==> config.mk <==
export PLATFORM = sky130hd
export DESIGN_NAME = mem_stage
export DESIGN_NICKNAME = d
export VERILOG_FILES = /design/src/rtl/mem_stage.sv
export SDC_FILE = /design/constraint.sdc
export NUM_CORES = 1
export LEC_CHECK = 0
export BUFFER_PORTS_ARGS = -buffer_cell sky130_fd_sc_hd__buf_4
export CAP_MARGIN = 20
export CELL_PAD_IN_SITES_DETAIL_PLACEMENT = 1
export CELL_PAD_IN_SITES_GLOBAL_PLACEMENT = 1
export CORE_ASPECT_RATIO = 0.6
export CORE_MARGIN = 2
export CORE_UTILIZATION = 38
export CTS_BUF_LIST = sky130_fd_sc_hd__clkbuf_4
export CTS_CLUSTER_SIZE = 12
export DETAILED_ROUTE_END_ITERATION = 12
export GPL_ROUTABILITY_DRIVEN = 0
export HOLD_SLACK_MARGIN = 0.15
export PLACE_DENSITY = 0.91
export REMOVE_ABC_BUFFERS = 1
export SLEW_MARGIN = 20
export SYNTH_ARGS = -nofsm -noshare
export SYNTH_HDL_FRONTEND = slang
export SYNTH_SLANG_ARGS = --single-unit
export TNS_END_PERCENT = 5
==> constraint.sdc <==
create_clock -name clk -period 6.2 [get_ports clk]
set_input_delay 1.24 -clock clk [delete_from_list [all_inputs] [get_ports clk]]
set_output_delay 1.24 -clock clk [all_outputs]
set_load 0.02 [all_outputs]
==> src/rtl/mem_stage.sv <==
// mem_stage: memory-access stage between execute and write-back.
// Waits for the data-SRAM response on loads, then aligns and extends the load data.
// Ports:
//   clk, reset (async active-low)
//   es_to_ms_valid / es_ms_bus[73:0] / ms_allow_in      : execute handshake
//   ms_to_ws_valid / ms_ws_bus[69:0] / ws_allow_in      : write-back handshake
//   ms_fwd_bus[38:0]                                    : forwarding bus to decode
//   data_sram_data_ok / data_sram_rdata[31:0]           : load response
// Build option: define MS_RDATA_BUF_EN to add the DONE state and the
// rdata_buf holding register. Without it, the SRAM must hold its response.
module mem_stage (
    input  logic        clk,
    input  logic        reset,
    input  logic        es_to_ms_valid,
    input  logic [73:0] es_ms_bus,
    output logic        ms_allow_in,
    input  logic        ws_allow_in,
    output logic        ms_to_ws_valid,
    output logic [69:0] ms_ws_bus,
    output logic [38:0] ms_fwd_bus,
    input  logic        data_sram_data_ok,
    input  logic [31:0] data_sram_rdata
);

`ifdef MS_RDATA_BUF_EN
    typedef enum logic [1:0] {
        IDLE = 2'd0,
        WAIT = 2'd1,
        DONE = 2'd2
    } ms_state_t;
`else
    typedef enum logic [1:0] {
        IDLE = 2'd0,
        WAIT = 2'd1
    } ms_state_t;
`endif

    ms_state_t   state;
    ms_state_t   state_nx;

    logic        ms_valid;
    logic [31:0] pc;
    logic        gr_we;
    logic [4:0]  dest;
    logic        res_from_mem;
    logic [2:0]  load_op;
    logic [31:0] alu_result;

    logic        ms_ready_go;
    logic        accept;
    logic        ld_pending;
    logic [31:0] ld_data;
    logic [7:0]  ld_byte;
    logic [15:0] ld_half;
    logic [31:0] ld_ext;
    logic [31:0] final_result;

    assign accept = es_to_ms_valid && ms_allow_in;

    always_ff @(posedge clk or negedge reset) begin
        if (!reset) begin
            ms_valid <= 1'b0;
        end else if (ms_allow_in) begin
            ms_valid <= es_to_ms_valid;
        end
    end

    always_ff @(posedge clk or negedge reset) begin
        if (!reset) begin
            pc           <= '0;
            gr_we        <= 1'b0;
            dest         <= '0;
            res_from_mem <= 1'b0;
            load_op      <= '0;
            alu_result   <= '0;
        end else if (accept) begin
            {pc, gr_we, dest, res_from_mem, load_op, alu_result} <= es_ms_bus;
        end
    end

    always_ff @(posedge clk or negedge reset) begin
        if (!reset) begin
            state <= IDLE;
        end else begin
            state <= state_nx;
        end
    end

    // Whenever the stage turns over, the state follows the incoming
    // instruction (or goes IDLE on a bubble); otherwise only a buffered
    // response can move it.
    always_comb begin
        state_nx = state;
        if (ms_allow_in) begin
            state_nx = (es_to_ms_valid && es_ms_bus[35]) ? WAIT : IDLE;
        end
`ifdef MS_RDATA_BUF_EN
        else if (state == WAIT && data_sram_data_ok) begin
            state_nx = DONE;
        end
`endif
    end

`ifdef MS_RDATA_BUF_EN
    logic [31:0] rdata_buf;

    // Stalled at write-back: keep the one-cycle response for later.
    always_ff @(posedge clk or negedge reset) begin
        if (!reset) begin
            rdata_buf <= '0;
        end else if (state == WAIT && data_sram_data_ok && !ms_allow_in) begin
            rdata_buf <= data_sram_rdata;
        end
    end

    assign ld_data = (state == DONE) ? rdata_buf : data_sram_rdata;
`else
    assign ld_data = data_sram_rdata;
`endif

    always_comb begin
        ms_ready_go = 1'b1;
        if (res_from_mem) begin
            ms_ready_go = (state == WAIT) && data_sram_data_ok;
`ifdef MS_RDATA_BUF_EN
            if (state == DONE) begin
                ms_ready_go = 1'b1;
            end
`endif
        end
    end

    assign ms_allow_in    = !ms_valid || (ms_ready_go && ws_allow_in);
    assign ms_to_ws_valid = ms_valid && ms_ready_go;

    always_comb begin
        ld_byte = ld_data[7:0];
        unique case (alu_result[1:0])
            2'd0: ld_byte = ld_data[7:0];
            2'd1: ld_byte = ld_data[15:8];
            2'd2: ld_byte = ld_data[23:16];
            2'd3: ld_byte = ld_data[31:24];
        endcase
    end

    assign ld_half = alu_result[1] ? ld_data[31:16] : ld_data[15:0];

    always_comb begin
        case (load_op)
            3'd1:    ld_ext = {{24{ld_byte[7]}}, ld_byte};
            3'd2:    ld_ext = {{16{ld_half[15]}}, ld_half};
            3'd3:    ld_ext = {24'd0, ld_byte};
            3'd4:    ld_ext = {16'd0, ld_half};
            default: ld_ext = ld_data;
        endcase
    end

    assign final_result = res_from_mem ? ld_ext : alu_result;

    assign ld_pending = ms_valid && res_from_mem && (state == WAIT)
                        && !data_sram_data_ok;

    assign ms_ws_bus  = ms_valid ? {pc, gr_we, dest, final_result} : '0;
    assign ms_fwd_bus = ms_valid ? {ld_pending, gr_we, dest, final_result} : '0;

endmodule

Word-level counts from Yosys, hierarchy flattened --
Cells that the tools add are included.
Storage, ports and cells: output and inout bits 111, flip-flop bits (word level) 77, memory bits (writable) 0, ROM bits 0, memories kept 0, word-level logic and storage cells 36, latch bits 0
Cells by class: divide/modulo/power cells 0, shift-type cells 0, order comparisons 0, mux-type cells 8, multiply operators 0, bitwise logic cells 0, eq/ne operators 8, add/sub/neg operators 0, reduce and logical (&&, ||, !) cells 12
Operators with widths (number):
- $pmux 32 s4 | 1
- $mux 70 | 1
- $mux 39 | 1
- $mux 32 | 1
- $pmux 8 s4 | 1
- $mux 16 | 1
- $logic_and 1x1->1 | 8
- $eq 3x2->1 const B | 2
- $eq 2x1->1 const B | 2
- $eq 2x2->1 const B | 2
- $eq 3x1->1 const B | 1
- $eq 3x3->1 const B | 1
- $logic_not 1->1 | 2
- $logic_not 2->1 | 1
- $mux 1 | 2
- $logic_or 1x1->1 | 1

Longest topological paths before layout --
Gate-level depths: netlist of the first run.
depth in word-level cells 6, depth in mapped cells 8, gate-level depth less buffers 4

Worst setup path after synthesis of the first run --
No wires, ideal clock.
kind input port to output port, start point input data_sram_rdata[23], end point output ms_ws_bus[16], path slack 2.386 ns, stages on the path 5, buffers on the path 1, arrival 2.574 ns, cells stage by stage mux4_2 > o21a_1 > nand3_2 > o21ai_0 > buf_4
Between the ends: cells in the longest elaborated chain, start to end 4
RTL lines:
- from (decl) | line 22 | input logic [31:0] data_sram_rdata
- $pmux 8 s4 | line 138 | unique case (alu_result[1:0])
- $pmux 32 s4 | line 149 | case (load_op)
- $mux 32 | line 158 | assign final_result = res_from_mem ? ld_ext : alu_result;
- $mux 70 | line 163 | assign ms_ws_bus = ms_valid ? {pc, gr_we, dest, final_result} : '0;
- to (decl) | line 19 | output logic [69:0] ms_ws_bus,
Every way passes these cells.

Final worst setup path of the first run --
start point register ms_valid, end point output ms_ws_bus[19]
Between the ends: cells in the longest elaborated chain, start to end 1
RTL lines:
- from (decl) | line 41 | logic ms_valid;
- from (signal assigned) | line 64 | ms_valid <= es_to_ms_valid;
- $mux 70 | line 163
Every way passes these cells.

==> impl_metrics.sql, run 1 <==
INSERT INTO impl_metrics (metric_group, metric, value, unit) VALUES
('layout', 'n_fill_cell', '1334', ''),
('timing', 'finalHoldViolCount', '0', ''),
('critical_path', 'crit_start', 'ms_valid', ''),
('place', 'place_hpwl', '11.5', 'mm'),
('clock_tree', 'cts_buffer_depth', '2', ''),
('routing', 'final_ant_viol_nets', '0', ''),
('timing', 'holdWs', '508', 'ps'),
('critical_path', 'r2r-start', 'res_from_mem', ''),
('clock_tree', 'cts_max_level', '3', ''),
('synthesis', 'syn_avg_cell_area', '10.2', 'sq um'),
('pwr', 'powerDensity', '456', 'nW/um^2'),
('routing', 'drc_errors', '0', ''),
('flow_run', 'max_cap_violations', '0', ''),
('global_route', 'antenna_violations_before_repair', '1', ''),
('clock_tree', 'cts_tree', 'done', ''),
('layout', 'highest_count_cells_in_the_layout_ignoring_fill_and_taps', 'sky130_fd_sc_hd__buf_4, sky130_fd_sc_hd__mux2_2, sky130_fd_sc_hd__dfrtp_1', ''),
('global_route', 'grt.total_usage', '22.8', '%'),
('routing', 'firstDrtPassIters', '4', ''),
('timing', 'clock.fmax', '236', 'MHz'),
('timing', 'finalMaxSlewViolations', '0', ''),
('synthesis', 'seq_total_area_yosys', '41.8', '%'),
('layout', 'multi_input_area', '2180', 'sq um'),
('floorplanning', 'initial_utilization', '39.6', '%'),
('floorplanning', 'std_cell_rows', '30', ''),
('timing', 'clock_skew', '11.9', 'ps'),
('critical_path', 'crit_required', '4960', 'ps'),
('synthesis', 'postSynthRegisterBits', '76', ''),
('global_route', 'first_global_vias', '4122', ''),
('layout', 'final_core_utilization', '53.7', '%'),
('critical_path', 'crit_fanout', '42', ''),
('floorplanning', 'num_io_pins', '222', ''),
('timing', 'report.final.setup_viol', '0', ''),
('global_route', 'grt.overflow.total', '0', ''),
('routing', 'wire_per_inst', '19.1', 'um'),
('synthesis', 'postSynth.topFlopCell', 'sky130_fd_sc_hd__dfrtp_1', ''),
('layout', 'final_non_filler_cell_area', '6160', 'sq um'),
('timing', 'period_minus_slack', '4230', 'ps'),
('global_route', 'grt_first_pass_wirelength', '22.9', 'mm'),
('synthesis', 'synthCells', '446', ''),
('layout', 'regArea', '1900', 'sq um'),
('pwr', 'p_leak', '2.91', 'nW'),
('clock_tree', 'quantity_of_hold_fixing_buffers_added_after_cts', '0', ''),
('layout', 'final_common_cell', 'sky130_fd_sc_hd__buf_4', ''),
('routing', 'vias_per_cell', '5.10', ''),
('status', 'run_status', 'finished, final reports clean', ''),
('synthesis', 'synthesis.area', '4550', 'sq um'),
('synthesis', 'post_synthesis_cell_type_count', '48', ''),
('critical_path', 'cp.buffers_inverters', '1', ''),
('critical_path', 'critical-path-slowest-cell', 'sky130_fd_sc_hd__dfrtp_2', ''),
('layout', 'layout-drive-gt1-share', '53.8', '%'),
('critical_path', 'crit_family', 'simple AND/OR/NAND/NOR gates', ''),
('place', 'post_dp_cell_area', '5980', 'sq um'),
('floorplanning', 'design.core.area', '11500', 'sq um'),
('global_route', 'largest_net_degree_at_the_start_of_global_routing', '77', ''),
('clock_tree', 'clkLatencyLatePin', '420', 'ps'),
('layout', 'num-nets-final', '724', ''),
('critical_path', 'critical_path_class', 'reg -> out', ''),
('place', 'port-buffer-count', '221', ''),
('floorplanning', 'fp.dieH', '88.7', 'um'),
('clock_tree', 'numClockSinks', '76', ''),
('worst_hold_path', 'worst_hold_class', 'reg -> reg', ''),
('synthesis', 'synth_enable_flop_cells', '0', ''),
('synthesis', 'async_reset_ff_share', '100', '%'),
('routing', 'detailroute.via_count', '3965', ''),
('clock_tree', 'cts-root-buf', 'sky130_fd_sc_hd__clkbuf_4', ''),
('timing', 'finalSetupTns', '0', 'ps'),
('routing', 'drt-initial-drc-count', '222', ''),
('layout', 'synthToLayoutAreaGrowth', '35.5', '%'),
('critical_path', 'crit_arrival', '2990', 'ps'),
('clock_tree', 'cts_bufs_inserted', '9', ''),
('critical_path', 'crit_path_end_kind', 'primary output', '');
## layout make-up
cell class / count / share of cell area, %
Clock inverter: 6 / 1.81
Inverter: 6 / 0.365
Multi-Input combinational cell: 297 / 35.4
Clock buffer: 9 / 1.10
Tap cell: 160 / 3.25
Timing Repair Buffer: 223 / 27.2
Sequential cell: 76 / 30.9
## report_power, final
group / switching, W / leakage (nW) / internal [W]
Sequential: 0.000131 / 0.886 / 0.000648
Combinational: 0.000924 / 1.93 / 0.000725
Clock: 0.000181 / 0.0944 / 0.000204
## cells in the mapped netlist, types with 7 or more instances
cell                        n  area (sq um)
sky130_fd_sc_hd__clkbuf_1  14          52.6
sky130_fd_sc_hd__nor2_1    38           143
sky130_fd_sc_hd__nor2b_1    9          56.3
sky130_fd_sc_hd__nand2b_1   7          43.8
sky130_fd_sc_hd__and2_1    40           250
sky130_fd_sc_hd__o21ai_0   19          95.1
sky130_fd_sc_hd__buf_2      7          35.0
sky130_fd_sc_hd__a31oi_1    7          43.8
sky130_fd_sc_hd__a21oi_1    8          40.0
sky130_fd_sc_hd__o21ai_2   11          96.3
sky130_fd_sc_hd__nand2_1   29           109
sky130_fd_sc_hd__o22ai_1    7          43.8
sky130_fd_sc_hd__dfrtp_1   76          1900
sky130_fd_sc_hd__buf_4     44           330
sky130_fd_sc_hd__mux2_2    75           845
## logic make-up after synthesis
group	Yosys count	synth area share, %
buffers and inverters	73	10.4
muxes	82	20.5
and+or+nand+nor	136	15.4
xor gates and xnor gates	1	0.193
DFF	76	41.8
AOI/OAI and AO/OA	78	11.7
## sequential cells by signal, summed over array words and instances, names as in the netlist
signal,cells
alu_result,32
dest,5
gr_we,1
load_op,3
ms_valid,1
pc,32
res_from_mem,1
state,1
## metal layers
| layer | GRT usage [%] | routed length (um) |
|---|---|---|
| met1 | 29.0 | 6370 |
| met2 | 37.8 | 7030 |
| met3 | 7.68 | 1170 |
| met4 | 6.42 | 212 |
| met5 | 0 | 18 |
## path summary, 6_finish.rpt
path | slack, ps | cells after the start | end
setup / recovery | 1970 | 5 | ms_ws_bus[19]
hold / removal | 510 | 1 | pc[18]
setup reg to reg | 3630 | 4 | alu_result[31]
hold reg to reg | 510 | 1 | pc[18]
max in group asynchronous | 4540 | 1 | ms_valid
min in group asynchronous | 920 | 1 | alu_result[17]
## through the flow
| stage | setup slack [ps] | std cells |
|---|---|---|
| after floorplan | 2070 | 379 |
| after global placement | 2210 | 762 |
| after detailed placement | 2080 | 762 |
| after CTS | 1550 | 777 |
| after global routing | 1670 | 777 |
| final | 1970 | 777 |
Power figures use the tool's default switching activity.
==> run 2: changes to the inputs <==
--- a/config.mk
+++ b/config.mk
@@ -11,13 +11,13 @@
 export CELL_PAD_IN_SITES_GLOBAL_PLACEMENT = 1
 export CORE_ASPECT_RATIO = 0.6
 export CORE_MARGIN = 2
-export CORE_UTILIZATION = 38
+export CORE_UTILIZATION = 32
 export CTS_BUF_LIST = sky130_fd_sc_hd__clkbuf_4
 export CTS_CLUSTER_SIZE = 12
 export DETAILED_ROUTE_END_ITERATION = 12
 export GPL_ROUTABILITY_DRIVEN = 0
 export HOLD_SLACK_MARGIN = 0.15
-export PLACE_DENSITY = 0.91
+export PLACE_DENSITY = 0.82
 export REMOVE_ABC_BUFFERS = 1
 export SLEW_MARGIN = 20
 export SYNTH_ARGS = -nofsm -noshare
==> constraint.sdc (replaced) <==
create_clock -name clk -period 3.5 [get_ports clk]
set_input_delay 0.7 -clock clk [delete_from_list [all_inputs] [get_ports clk]]
set_output_delay 0.7 -clock clk [all_outputs]
set_load 0.02 [all_outputs]
==> run 2 against run 1 <==
- clock power is 14% higher
- largest power group unchanged
- clock-buffer cell count stayed put
- clock skew is 5.8 ps lower
- flip-flop and latch count stayed put
- global-route usage is 2.6 points lower
- sequential share of layout area is 0.16 points lower
- die area is 18% higher
- final cell count is 4.8% higher
- critical endpoint is now ms_ws_bus[1]
==> impl_metrics.sql, run 2 (same netlist as run 1, synthesis figures left out) <==
INSERT INTO impl_metrics (metric_group, metric, value, unit) VALUES
('place', 'post_dp_cell_area', '6060', 'sq um'),
('layout', 'layout-drive-gt1-share', '54.3', '%'),
('pwr', 'p_leak', '2.91', 'nW'),
('critical_path', 'slowest_stage_delay_on_critical_path', '710', 'ps'),
('layout', 'synthToLayoutAreaGrowth', '36.2', '%'),
('routing', 'final_ant_viol_nets', '0', ''),
('timing', 'tightestPinTransition', '678', 'ps'),
('clock_tree', 'cts-root-buf', 'sky130_fd_sc_hd__clkbuf_4', ''),
('global_route', 'antenna_violations_before_repair', '0', ''),
('floorplanning', 'die-area', '15200', 'sq um'),
('timing', 'clock_skew', '6.11', 'ps'),
('timing', 'finalHoldViolCount', '0', ''),
('status', 'run_status', 'finished, final reports clean', ''),
('routing', 'wl_met2', '7.08', 'mm'),
('pwr', 'vdd_ir_drop_max', '345', 'uV'),
('place', 'port-buffer-count', '221', ''),
('critical_path', 'critical-path-slowest-cell', 'sky130_fd_sc_hd__dfrtp_1', ''),
('clock_tree', 'cts_max_level', '3', ''),
('timing', 'clock.fmax', '309', 'MHz'),
('clock_tree', 'cts_bufs_inserted', '9', ''),
('routing', 'drc_errors', '0', ''),
('clock_tree', 'clkLatencyLatePin', '410', 'ps'),
('floorplanning', 'fp.dieH', '96.3', 'um'),
('floorplanning', 'chipWidth', '158', 'um'),
('layout', 'layout_top_registers', 'alu_result: 32 flops, pc: 32 flops, dest: 5 flops', ''),
('timing', 'post-route-period-util', '92.4', '%'),
('routing', 'vias_per_cell', '4.86', ''),
('routing', 'drt-initial-drc-count', '172', ''),
('layout', 'num-nets-final', '730', ''),
('critical_path', 'crit_fanout', '18', ''),
('layout', 'highest_count_cells_in_the_layout_ignoring_fill_and_taps', 'sky130_fd_sc_hd__buf_4, sky130_fd_sc_hd__mux2_2, sky130_fd_sc_hd__dfrtp_1', ''),
('clock_tree', 'postCtsSetupRepairBufs', '0', ''),
('critical_path', 'crit_arrival', '2540', 'ps'),
('timing', 'period_minus_slack', '3240', 'ps'),
('routing', 'detailroute.via_count', '3955', ''),
('routing', 'finalWirelength', '15.2', 'mm'),
('routing', 'wire_per_inst', '18.7', 'um'),
('global_route', 'grt_first_pass_wirelength', '23.2', 'mm'),
('clock_tree', 'cts_buffer_depth', '2', ''),
('clock_tree', 'post_cts_resized', '0', ''),
('timing', 'max-slew-margin-rel', '54.6', '%'),
('clock_tree', 'numClockSinks', '76', ''),
('routing', 'met1Wirelength', '6.67', 'mm'),
('routing', 'firstDrtPassIters', '4', ''),
('clock_tree', 'cts.clk_slew.worst_paths', '120', 'ps'),
('place', 'place_hpwl', '11.9', 'mm'),
('pwr', 'powerDensity', '766', 'nW/um^2'),
('critical_path', 'critical_path_class', 'reg -> out', ''),
('critical_path', 'crit_path_end_kind', 'primary output', ''),
('floorplanning', 'initial_utilization', '33.1', '%'),
('clock_tree', 'cts_tree', 'done', ''),
('layout', 'final_non_filler_cell_area', '6200', 'sq um'),
('critical_path', 'crit_required', '2800', 'ps'),
('routing', 'top_layer_used', 'met4', ''),
('routing', 'detailroute.wirelength.met3', '1.20', 'mm'),
('floorplanning', 'design.core.area', '13700', 'sq um'),
('critical_path', 'worst_path_cell_chain', 'nand2b_1 -> o211ai_2 -> nor2_1 -> o31ai_1 -> buf_4', ''),
('place', 'detailedPlace.worstSlack', '450', 'ps'),
('layout', 'n_antenna_cell', '0', ''),
('floorplanning', 'num_io_pins', '222', ''),
('timing', 'rsz0062_at_grt', 'no', ''),
('worst_hold_path', 'worst_hold_class', 'in -> async', ''),
('timing', 'report.final.setup_viol', '0', ''),
('timing', 'finalMaxSlewViolations', '0', ''),
('global_route', 'first_global_vias', '4171', ''),
('floorplanning', 'std_cell_rows', '33', ''),
('clock_tree', 'quantity_of_hold_fixing_buffers_added_after_cts', '0', ''),
('global_route', 'grt.total_usage', '20.3', '%'),
('layout', 'final_common_cell', 'sky130_fd_sc_hd__buf_4', ''),
('critical_path', 'startpoint_type', 'flop', ''),
('pwr', 'report.power.total', '0.00474', 'W'),
('timing', 'finalSetupTns', '0', 'ps'),
('timing', 'post_layout_worst_setup_margin', '265', 'ps'),
('global_route', 'grt.overflow.total', '0', ''),
('global_route', 'largest_net_degree_at_the_start_of_global_routing', '77', ''),
('flow_run', 'max_cap_violations', '0', '');
run 2: cell type report:
cell class                      count  area [sq um]
Tap cell                          192           240
Clock inverter                      5          31.3
Inverter                            6          22.5
Timing Repair Buffer              229          1740
Sequential cell                    76          1900
Multi-Input combinational cell    297          2190
Fill cell                        1578          7550
Clock buffer                        9          67.6
run 2: final timing paths:
check	from	to	slack [ps]	cells after the start
worst max-delay path	load_op[0]	ms_ws_bus[1]	260	5
worst min-delay path	reset	alu_result[20]	210	1
worst max register to register	res_from_mem	pc[23]	1150	6
worst min register to register	pc[20]	pc[20]	490	1
max in group asynchronous	reset	load_op[0]	2690	2
min in group clk	pc[20]	pc[20]	490	1
run 2: through the flow:
step           instances  hold slack, ps  utilization [%]
2_1_floorplan        379             404                -
3_3_place_gp         799             467             44.1
3_5_place_dp         799             475             44.1
4_1_cts              813             420             44.8
5_1_grt              814             166             45.1
6_report             814             209             45.1
run 2: worst max-delay path: cells and delay by family, from the launching register on:
kind            cells  cell delay (ps)
flops               1              710
buf+inv             1              220
simple gates        2              340
compound gates      2              860
run 2: routing by layer:
metal	track usage [%]	vias up
met5	0	-
met4	5.08	0
met3	4.77	20
met2	32.5	166
met1	27.7	1927
li1	-	1842
run 2: power by group:
part | leakage [nW] | total (W) | switching [W] | internal (W)
clock | 0.0574 | 0.000439 | 0.000303 | 0.000136
sequential | 0.886 | 0.00134 | 0.000188 | 0.00115
combinational | 1.96 | 0.00297 | 0.00167 | 0.00130
total | 2.91 | 0.00474 | 0.00216 | 0.00259
